==> config.mk <==
export PLATFORM = sky130hd
export DESIGN_NAME = issue_sched
export DESIGN_NICKNAME = d
export VERILOG_FILES = /design/src/rtl/issue_sched.sv
export SDC_FILE = /design/constraint.sdc
export NUM_CORES = 1
export LEC_CHECK = 0
export ABC_CLOCK_PERIOD_IN_PS = 4600
export BUFFER_PORTS_ARGS = -buffer_cell sky130_fd_sc_hd__buf_2
export CORE_MARGIN = 2
export CORE_UTILIZATION = 35
export CTS_CLUSTER_SIZE = 16
export DETAILED_ROUTE_END_ITERATION = 8
export GPL_TIMING_DRIVEN = 0
export SLEW_MARGIN = 25
export SYNTH_ARGS = -nofsm -noshare
export SYNTH_HDL_FRONTEND = slang
export SYNTH_SLANG_ARGS = --single-unit
==> constraint.sdc <==
create_clock -name clk -period 4.6 [get_ports clk]
set_input_delay 0.92 -clock clk [delete_from_list [all_inputs] [get_ports clk]]
set_output_delay 0.92 -clock clk [all_outputs]
set_load 0.05 [all_outputs]
==> src/rtl/issue_sched.sv <==
// rtl/issue_sched.sv - dual-issue in-order scheduler with E/M1/M2 producer scoreboard
module issue_sched #(
    parameter int REGW = 5,
    parameter int CNTW = 32
) (
    input  logic                clk,
    input  logic                reset,
    input  logic [1:0]          in_valid,
    input  logic [2*REGW-1:0]   in_ra1,
    input  logic [2*REGW-1:0]   in_ra2,
    input  logic [2*REGW-1:0]   in_rdst,
    input  logic [1:0]          in_regwrite,
    input  logic [1:0]          in_delayed,
    input  logic [1:0]          in_memop,
    input  logic                stall,
    input  logic                flush,
    output logic [1:0]          issue,
    output logic                sb_busy,
    output logic [CNTW-1:0]     hazard_cycles
);

    // Stage index 0=E, 1=M1, 2=M2; slot 1 of a stage is younger than slot 0.
    logic [1:0]      sb_valid [3];
    logic [1:0]      sb_rw    [3];
    logic [1:0]      sb_dly   [3];
    logic [REGW-1:0] sb_rdst  [3][2];

    logic [REGW-1:0] ra1_0, ra2_0, ra1_1, ra2_1, rdst_0, rdst_1;
    logic            intra;

    // Youngest matching producer decides; only delayed results still in E or M1 stall.
    function automatic logic src_blocked(input logic [REGW-1:0] r);
        logic found;
        logic blk;
        found = 1'b0;
        blk   = 1'b0;
        for (int s = 0; s < 3; s++) begin
            for (int j = 1; j >= 0; j--) begin
                if (!found && (r != '0) && sb_valid[s][j] && sb_rw[s][j] && (sb_rdst[s][j] == r)) begin
                    found = 1'b1;
                    blk   = sb_dly[s][j] && (s < 2);
                end
            end
        end
        return blk;
    endfunction

    always_comb begin
        ra1_0  = in_ra1[REGW-1:0];
        ra1_1  = in_ra1[2*REGW-1:REGW];
        ra2_0  = in_ra2[REGW-1:0];
        ra2_1  = in_ra2[2*REGW-1:REGW];
        rdst_0 = in_rdst[REGW-1:0];
        rdst_1 = in_rdst[2*REGW-1:REGW];
        intra  = in_regwrite[0] && (rdst_0 != '0) && ((rdst_0 == ra1_1) || (rdst_0 == ra2_1));
        issue[0] = in_valid[0] && !stall && !flush && !src_blocked(ra1_0) && !src_blocked(ra2_0);
        issue[1] = issue[0] && in_valid[1] && !src_blocked(ra1_1) && !src_blocked(ra2_1)
                   && !intra && !(in_memop[0] && in_memop[1]);
    end

    always_comb begin
        sb_busy = 1'b0;
        for (int s = 0; s < 2; s++)
            sb_busy = sb_busy || |(sb_valid[s] & sb_dly[s]);
    end

    always_ff @(posedge clk or posedge reset) begin
        if (reset) begin
            hazard_cycles <= '0;
            for (int s = 0; s < 3; s++) begin
                sb_valid[s]   <= '0;
                sb_rw[s]      <= '0;
                sb_dly[s]     <= '0;
                sb_rdst[s][0] <= '0;
                sb_rdst[s][1] <= '0;
            end
        end else if (flush) begin
            for (int s = 0; s < 3; s++)
                sb_valid[s] <= '0;
        end else if (!stall) begin
            if (in_valid[0] && !issue[0])
                hazard_cycles <= hazard_cycles + CNTW'(1);
            for (int s = 2; s > 0; s--) begin
                sb_valid[s]   <= sb_valid[s-1];
                sb_rw[s]      <= sb_rw[s-1];
                sb_dly[s]     <= sb_dly[s-1];
                sb_rdst[s][0] <= sb_rdst[s-1][0];
                sb_rdst[s][1] <= sb_rdst[s-1][1];
            end
            sb_valid[0]   <= issue;
            sb_rw[0]      <= in_regwrite;
            sb_dly[0]     <= in_delayed;
            sb_rdst[0][0] <= rdst_0;
            sb_rdst[0][1] <= rdst_1;
        end
    end

endmodule

==> results of run 1 <==
final timing paths:
check	start	to	slack [ps]	cells after the start
setup / recovery	in_ra1[0]	issue[1]	230	9
hold / removal	hazard_cycles[17]$_DFFE_PP0P_	hazard_cycles[17]$_DFFE_PP0P_	490	1
setup reg to reg	sb_rdst[22]$_DFFE_PP0P_	hazard_cycles[1]$_DFFE_PP0P_	1600	9
hold reg to reg	hazard_cycles[17]$_DFFE_PP0P_	hazard_cycles[17]$_DFFE_PP0P_	490	1
max in group asynchronous	reset	sb_dly[3]$_DFFE_PP0P_	3460	3
min in group asynchronous	reset	hazard_cycles[5]$_DFFE_PP0P_	600	2
cells in the final DEF (no fill, tap or decap), drive strengths merged, types with 2 or more instances in the layout:
master / netlist / routed
o21ai: 3 / 3
dfrtp: 64 / 64
inv: 5 / 5
mux2i: 6 / 6
nor3: 11 / 11
a21o: 2 / 2
xor2: 41 / 41
nor2: 19 / 19
clkbuf: 37 / 49
nand2: 26 / 26
nor4: 13 / 13
xnor2: 78 / 78
a22oi: 2 / 2
or4: 7 / 7
o221ai: 2 / 2
and2: 7 / 7
mux2: 29 / 29
buf: 14 / 71
clkinv: 0 / 2
and3: 16 / 16
nand3: 20 / 20
nand4: 29 / 29
worst max-delay path, delay by kind of cell:
kind | cells | cell delay, ps
AO/OA/AOI/OAI | 3 | 720
buffers and inverters | 4 | 690
AND/OR/NAND/NOR | 2 | 1120
per-stage QoR:
stage	total power [uW]	hold WS [ps]	cells
2_1_floorplan	1085	480.6	440
3_3_place_gp	1198	456.5	643
3_5_place_dp	1219	476.6	644
4_1_cts	1944	491.5	660
5_1_grt	2017	499.3	661
6_report	1934	487.5	661
flip-flops by register name (all words and copies together), names as in the netlist:
name,flops
hazard_cycles,32
sb_dly,4
sb_rdst,20
sb_rw,4
sb_valid,4
power by group:
part | internal [uW] | total (uW) | leakage, uW | switching, uW
clock network | 463 | 719 | 0.000155 | 255
logic | 207 | 530 | 0.00118 | 323
registers | 631 | 685 | 0.000824 | 54.1
per-layer routing:
layer  share of wire (%)  vias up  routed length, microns  GRT usage [%]
li1                    -     1637                       -              -
met1                  46     1732                    5441          25.90
met2                  46       97                    5421          29.48
met3                 5.0       16                     585          3.017
met4                 2.7        0                     320          9.268
met5                   0        -                       0              0
cell type report:
type	instances	area (sq um)	area share [%]
antenna	1	2.502	0.04939
buffer	51	234.0	4.618
clock buffer	12	266.5	5.261
clock inverter	4	51.30	1.013
inverter	5	21.27	0.4199
multi-input combinational	320	2405	47.47
sequential	64	1602	31.61
tap	147	183.9	3.631
timing repair buffer	57	300.3	5.927
cell families (layout without fill, tap and decap cells):
family	count (synthesis)	in the layout
and+or+nand+nor	151	151
DFF	64	64
other	0	1
xor gates and xnor gates	119	119
muxes	35	35
adders and majority gates	1	1
AOI/OAI and AO/OA	14	14
buffers and inverters	56	129
==> summary.md, run 1 <==
| Metric | Value |
|---|---|
| Transition time at the pin with the least slew margin | 660.3 ps |
| Remaining Overflow, GRT | 0 |
| Number of maximum-capacitance constraint violations | 0 |
| Final Skew | between 5 and 6 ps |
| Highest clock rate | approximately 230 MHz |
| Maximum fanout along the worst path | 7 |
| Critical Path RT | about 3700 ps |
| Number of primary I/O pins | between 70 and 80 |
| Result of the run | finished, final reports clean |
| Post-synthesis share of cell area spent on and, or, nand and nor gates | 20.15% |
| Most used flip-flop cell after synthesis | dfrtp_1 |
| Dominant combinational cell family by area after synthesis | XOR/XNOR gates |
| Wire length per cell after detailed routing | 17.80 microns |
| Leakage | 0.002164 uW |
| Wire length of the first global-routing pass | around 19 mm |
| Worst-case vdd ir drop | about 0.00024 V |
| Syn nets | 483 |
| Count of input and output buffers | 56 |
| Number of warnings issued by yosys | 0 |
| Pin count of the biggest net entering global routing | 34 |
| Master of the slowest instance on the critical path | nor4_1 |
| Most frequent cell after synthesis | xnor2_1 |
| Post-detailed-placement cell area | 4746 sq um |
| Antenna violations before repair | 1 |
| Setup WS post-layout | 230.1 ps |
| Site Rows | 40 |
| Filler Cells Inserted | 1143 |
| Top area cells in the synthesized netlist | dfrtp_1 (38%), xnor2_1 (16%), xor2_1 (8.4%) |
| Final hold violation count | 0 |
| Final weighted congestion of routability-driven global placement | 0.8746 |
| Number of endpoints failing setup at the final stage | 0 |
| Vias in the first global route | around 3600 |
| Final critical delay including setup and external delays | approximately 4400 ps |
| Post-layout nets | 551 |
| Startpoint types | primary input |
| Routed vias | roughly 3500 |
| Clock transition at the registers of the reported paths | around 50 ps |
| H-tree lvl count | 3 |
| Number of distinct library cells after synthesis | 38 |
| Critical-path cell list | buf_4 -> inv_1 -> a221o_1 -> nor4_1 -> o31ai_1 -> or4_1 -> buf_6 -> a211oi_2 -> buf_2 |
| Number of nets with antenna violations after routing | 0 |
| Number of enable-type register cells in the synthesized netlist | 0 |
| Final instance area | 5066 sq um |
| Bufs on Longest Clock Path | 2 |
| Share of synthesized flip-flops with an asynchronous set or reset | 100.0% |
| Post-Synthesis Cells | 440 |
| Part of the cycle the worst path needs | between 90% and 100% |
| Hold crit path type | reg2reg |
| Layout Area Growth over Synthesis | 18.95% |
| TNS Setup | 0 ps |
| Proportion of synthesized chip area in sequential cells | 37.60% |
| Post-cts repair resize count | 0 |
| Post-synthesis sequential element count | 64 |
| Die height | 114.3 microns |
| Number of buffers inserted during clock tree synthesis | 9 |
| Post-synthesis average cell area | 9.680 sq um |
| Drt pass-1 iters | 4 |
| Total global routing track utilization | 19.02% |
| Total routed wirelength | around 12 mm |
| Power per unit of standard cell area | 381.8 nW/um^2 |
| Vias per cell | approximately 5.3 |
| Area share of the largest cell type after synthesis | 37.60% |
| RSZ-0062 raised after global routing | false |
| Post-DP HPWL | 8.565 mm |
| Cell type with the largest total area after synthesis | dfrtp_1 |
| Category of the most critical setup path | in2out |
| Biggest cell delay along the critical path | around 560 ps |
| Nature of the critical path endpoint | output port |
| Most numerous cell types in the synthesized netlist | xnor2_1 (78), dfrtp_1 (64), xor2_1 (41) |
| Floorplan die area | 13070 sq um |
| Fraction of synthesized cell area in xor and xnor cells | 24.47% |
| Initial Util | around 36% |
| Count of pins over their slew limit | 0 |
| DRC violations left | 0 |
| Arrival time of the worst setup path | 3450 ps |
| Insertion delay of the later-clocked pin in the worst-skew pair | 340 ps |
| CTS Hold Buffers Added | 0 |
| Finished Core Util | 42.35% |
| Detailed Route Iter0 Violations | 246 |
| Share of the synthesized area in compound gates (AO/OA/AOI/OAI) | 2.468% |
| Clock root buffer | clkbuf_16 |
| Mux share of post-synthesis cell area | 9.078% |
| Remaining max-slew budget at the tightest pin | a little under three fifths |
| Proportion of layout cells with a drive suffix above 1 | 23.39% |
| Area of the core region | 11960 sq um |
| Setup slack after placement | 296.9 ps |
| Number of sinks driven by the clock tree | 64 |
| Post-synthesis instance area | 4259 sq um |
| CTS tree | built |
| Post-synthesis adder-cell area fraction | 0.2938% |
| Chip width | 114.3 microns |
| Number of buffers inserted by post-CTS setup repair | 0 |
Note: power is estimated with default switching activity, not from simulation.
==> run 2, diff against run 1 <==
--- a/config.mk
+++ b/config.mk
@@ -7,11 +7,14 @@
 export LEC_CHECK = 0
 export ABC_CLOCK_PERIOD_IN_PS = 4600
 export BUFFER_PORTS_ARGS = -buffer_cell sky130_fd_sc_hd__buf_2
+export CELL_PAD_IN_SITES_DETAIL_PLACEMENT = 1
+export CELL_PAD_IN_SITES_GLOBAL_PLACEMENT = 1
 export CORE_MARGIN = 2
 export CORE_UTILIZATION = 35
 export CTS_CLUSTER_SIZE = 16
 export DETAILED_ROUTE_END_ITERATION = 8
 export GPL_TIMING_DRIVEN = 0
+export PLACE_DENSITY_LB_ADDON = 0.1
 export SLEW_MARGIN = 25
 export SYNTH_ARGS = -nofsm -noshare
 export SYNTH_HDL_FRONTEND = slang
==> run 2 against run 1 <==
Compared with the run above:
- total power increased by 0.71%
- global-route usage increased by 1.7 points
- critical path type unchanged
- largest power group unchanged
- first-iteration DRC count decreased by 35%
- via count decreased by 0.20%
- sequential share of layout area about the same
- clock power increased by 2%
- routed wire length increased by 7.6%
- clock skew increased by 2.7 ps
- utilization about the same
- setup slack got worse by 43 ps
- register-to-register slack got worse by 60 ps
==> summary.md, run 2 (synthesis gave the netlist of run 1 again) <==
| Metric | Value |
|---|---|
| Vias per cell | 5.265 (about the same) |
| Area of the core region | 11960 sq um (unchanged) |
| Post-DP HPWL | 9.509 mm (+11%) |
| Arrival time of the worst setup path | 3490 ps (+40 ps) |
| Largest register by flop count | hazard_cycles |
| Biggest cell delay along the critical path | 590 ps (+30 ps) |
| Proportion of layout cells with a drive suffix above 1 | 23.00% (-0.39 points) |
| Worst-case register-to-register setup slack | 1540 ps (-60 ps) |
| TNS Setup | 0 ps (unchanged) |
| RSZ-0062 raised after global routing | false |
| Insertion delay of the later-clocked pin in the worst-skew pair | 330 ps (about the same) |
| Initial Util | 35.61% (unchanged) |
| Critical Path RT | 3680 ps (about the same) |
| Worst R2R End | hazard_cycles[1]$_DFFE_PP0P_ |
| Final critical delay including setup and external delays | 4413 ps (+43.26 ps) |
| Count of pins over their slew limit | 0 (unchanged) |
| RR Startpoint | sb_rdst[22]$_DFFE_PP0P_ |
| Registers with the most flip-flops | hazard_cycles (32), sb_rdst (20) |
| Nature of the critical path endpoint | output port |
| Capturing element of the worst setup path | issue[1] |
| Commonest non-fill, non-tap cells in the layout | xnor2_1 (78), dfrtp_1 (64), buf_2 (57) |
| Final hold violation count | 0 (unchanged) |
| Leakage | 0.002162 uW (about the same) |
| Highest clock rate | 226.6 MHz (-0.98%) |
| Antenna diode count | 0 (-1) |
| Number of nets with antenna violations after routing | 0 (unchanged) |
| H-tree lvl count | 3 (unchanged) |
| Commonest non-fill, non-tap cell in the layout | xnor2_1 |
| Final Total Pwr | 1948 uW (+0.71%) |
| Critical-path cell list | buf_4 -> inv_1 -> a221o_1 -> nor4_1 -> o21ai_0 -> or4_1 -> buf_6 -> a211oi_2 -> buf_2 |
| Final weighted congestion of routability-driven global placement | 0.8049 (-8.0%) |
| Post-cts repair resize count | 0 (unchanged) |
| Category of the most critical setup path | in2out |
| Number of buffers inserted by post-CTS setup repair | 0 (unchanged) |
| Total global routing track utilization | 20.69% (+1.7 points) |
| Post-layout nets | 551 (unchanged) |
| Drt pass-1 iters | 4 (unchanged) |
| Family of cells with the greatest summed delay on the critical path | simple AND/OR/NAND/NOR gates |
| DRC violations left | 0 (unchanged) |
| Floorplan die area | 13070 sq um (unchanged) |
| Power per unit of standard cell area | 384.5 nW/um^2 (+0.69%) |
| Worst-case vdd ir drop | 0.0003629 V (+48%) |
| Result of the run | finished, final reports clean |
| Chip width | 114.3 microns (unchanged) |
| Remaining max-slew budget at the tightest pin | 50.89% (-4.9 points) |
| CTS tree | built |
| Maximum fanout along the worst path | 7 (unchanged) |
| Count of input and output buffers | 56 (unchanged) |
| Wire length of the first global-routing pass | 20.66 mm (+8.3%) |
| Number of endpoints failing setup at the final stage | 0 (unchanged) |
| Worst Hold Margin | 469.3 ps (-18.27 ps) |
| Antenna violations before repair | 0 (-1) |
| Clock root buffer | clkbuf_16 |
| Hold crit path type | reg2reg |
| Die height | 114.3 microns (unchanged) |
| CTS Hold Buffers Added | 0 (unchanged) |
| Worst Reg2Reg Path Length in Cells | 9 (unchanged) |
| Total stage count of the critical path | 9 (unchanged) |
| Clock Power Share | 37.6% (+0.4 points) |
| Vias in the first global route | 3753 (+3.0%) |
| Pin count of the biggest net entering global routing | 49 (+44%) |
| Master of the slowest instance on the critical path | nor4_1 |
| Share of total power in sequential cells | 35.0% (-0.4 points) |
| Site Rows | 40 (unchanged) |
| Final Skew | 8.079 ps (+2.658 ps) |
| Setup slack after placement | 169.0 ps (-127.9 ps) |
| Detailed Route Iter0 Violations | 160 (-35%) |
| Number of maximum-capacitance constraint violations | 0 (unchanged) |
| Wire length per cell after detailed routing | 19.19 microns (+7.8%) |
| Remaining Overflow, GRT | 0 (unchanged) |
| Number of buffer and inverter stages on the critical path | 4 (unchanged) |
| Timing startpoint of the critical path | in_ra1[0] |
| Startpoint types | primary input |
| Bufs on Longest Clock Path | 2 (unchanged) |
| Clock transition at the registers of the reported paths | 60 ps (about the same) |
| Setup WS post-layout | 186.9 ps (-43.27 ps) |
| Part of the cycle the worst path needs | 95.94% (+0.94 points) |
| Layout Area Growth over Synthesis | 18.98% (about the same) |
| NetSw | 634.6 uW (+0.31%) |
| Number of primary I/O pins | 77 (unchanged) |
| Transition time at the pin with the least slew margin | 733.9 ps (+73.63 ps) |
| Portion of total power attributed to combinational logic | 27.4% (about the same) |
| Cell-internal power | 1314 uW (+0.91%) |
| Total routed wirelength | 12.66 mm (+7.6%) |
| Number of sinks driven by the clock tree | 64 (unchanged) |
| Number of buffers inserted during clock tree synthesis | 9 (unchanged) |
| Switching Fraction | 32.57% (-0.13 points) |
| Max reg flops | 32 (unchanged) |
| Routed vias | 3475 (-0.20%) |
-- run 2: changes by cell type in the layout (fill, tap and decap cells not counted), sizes merged --
cell	change
bufinv	+1
diode	-1
clkbuf	-1
-- run 2: per-stage QoR --
stage / instances / cell area [sq um] / util (%)
2_1_floorplan: 440 / 4259 / -
3_3_place_gp: 643 / 4723 / 39.49
3_5_place_dp: 644 / 4753 / 39.74
4_1_cts: 660 / 5067 / 42.36
5_1_grt: 660 / 5067 / 42.36
6_report: 660 / 5067 / 42.36
-- run 2: metal layers --
layer | part of all wire, % | global-route usage (%)
met5 | 0 | 0
met4 | 2.1 | 7.398
met3 | 4.4 | 3.017
met2 | 44 | 31.35
met1 | 50 | 30.09
-- run 2: worst reg2reg max path, delay by kind of cell, from the launching register on --
kind            cells  cell delay (ps)
simple gates        3             1230
flops               1              310
xor+xnor            1              180
compound gates      2              320
mux                 1              340
buf+inv             2              570
-- run 2: power by group through the flow --
stage | sequential, uW | clock [uW] | combinational [uW]
3_3_place_gp | 689 | 0 | 516
5_1_grt | 695 | 772 | 585
2_1_floorplan | 744 | 0 | 341
6_report | 682 | 732 | 534
3_5_place_dp | 692 | 0 | 535
4_1_cts | 682 | 751 | 540
-- run 2: cell type report --
class	instances	area [sq um]
Buffer	51	234.0
Clock buffer	11	232.7
Clock inverter	5	81.33
Fill cell	1376	6894
Inverter	5	21.27
Multi-Input combinational cell	320	2405
Sequential cell	64	1602
Tap cell	147	183.9
Timing Repair Buffer	57	307.8
-- run 2: worst min path at each step --
stage | start | to | slack [ps] | depth (start not counted)
floorplan | sb_rw[3]$_DFFE_PP0P_ | sb_rw[3]$_DFFE_PP0P_ | 480 | 1
global placement | hazard_cycles[31]$_DFFE_PP0P_ | hazard_cycles[31]$_DFFE_PP0P_ | 460 | 1
detailed placement | hazard_cycles[31]$_DFFE_PP0P_ | hazard_cycles[31]$_DFFE_PP0P_ | 470 | 1
CTS | hazard_cycles[31]$_DFFE_PP0P_ | hazard_cycles[31]$_DFFE_PP0P_ | 470 | 1
global route | hazard_cycles[31]$_DFFE_PP0P_ | hazard_cycles[31]$_DFFE_PP0P_ | 500 | 1
finish | hazard_cycles[31]$_DFFE_PP0P_ | hazard_cycles[31]$_DFFE_PP0P_ | 470 | 1
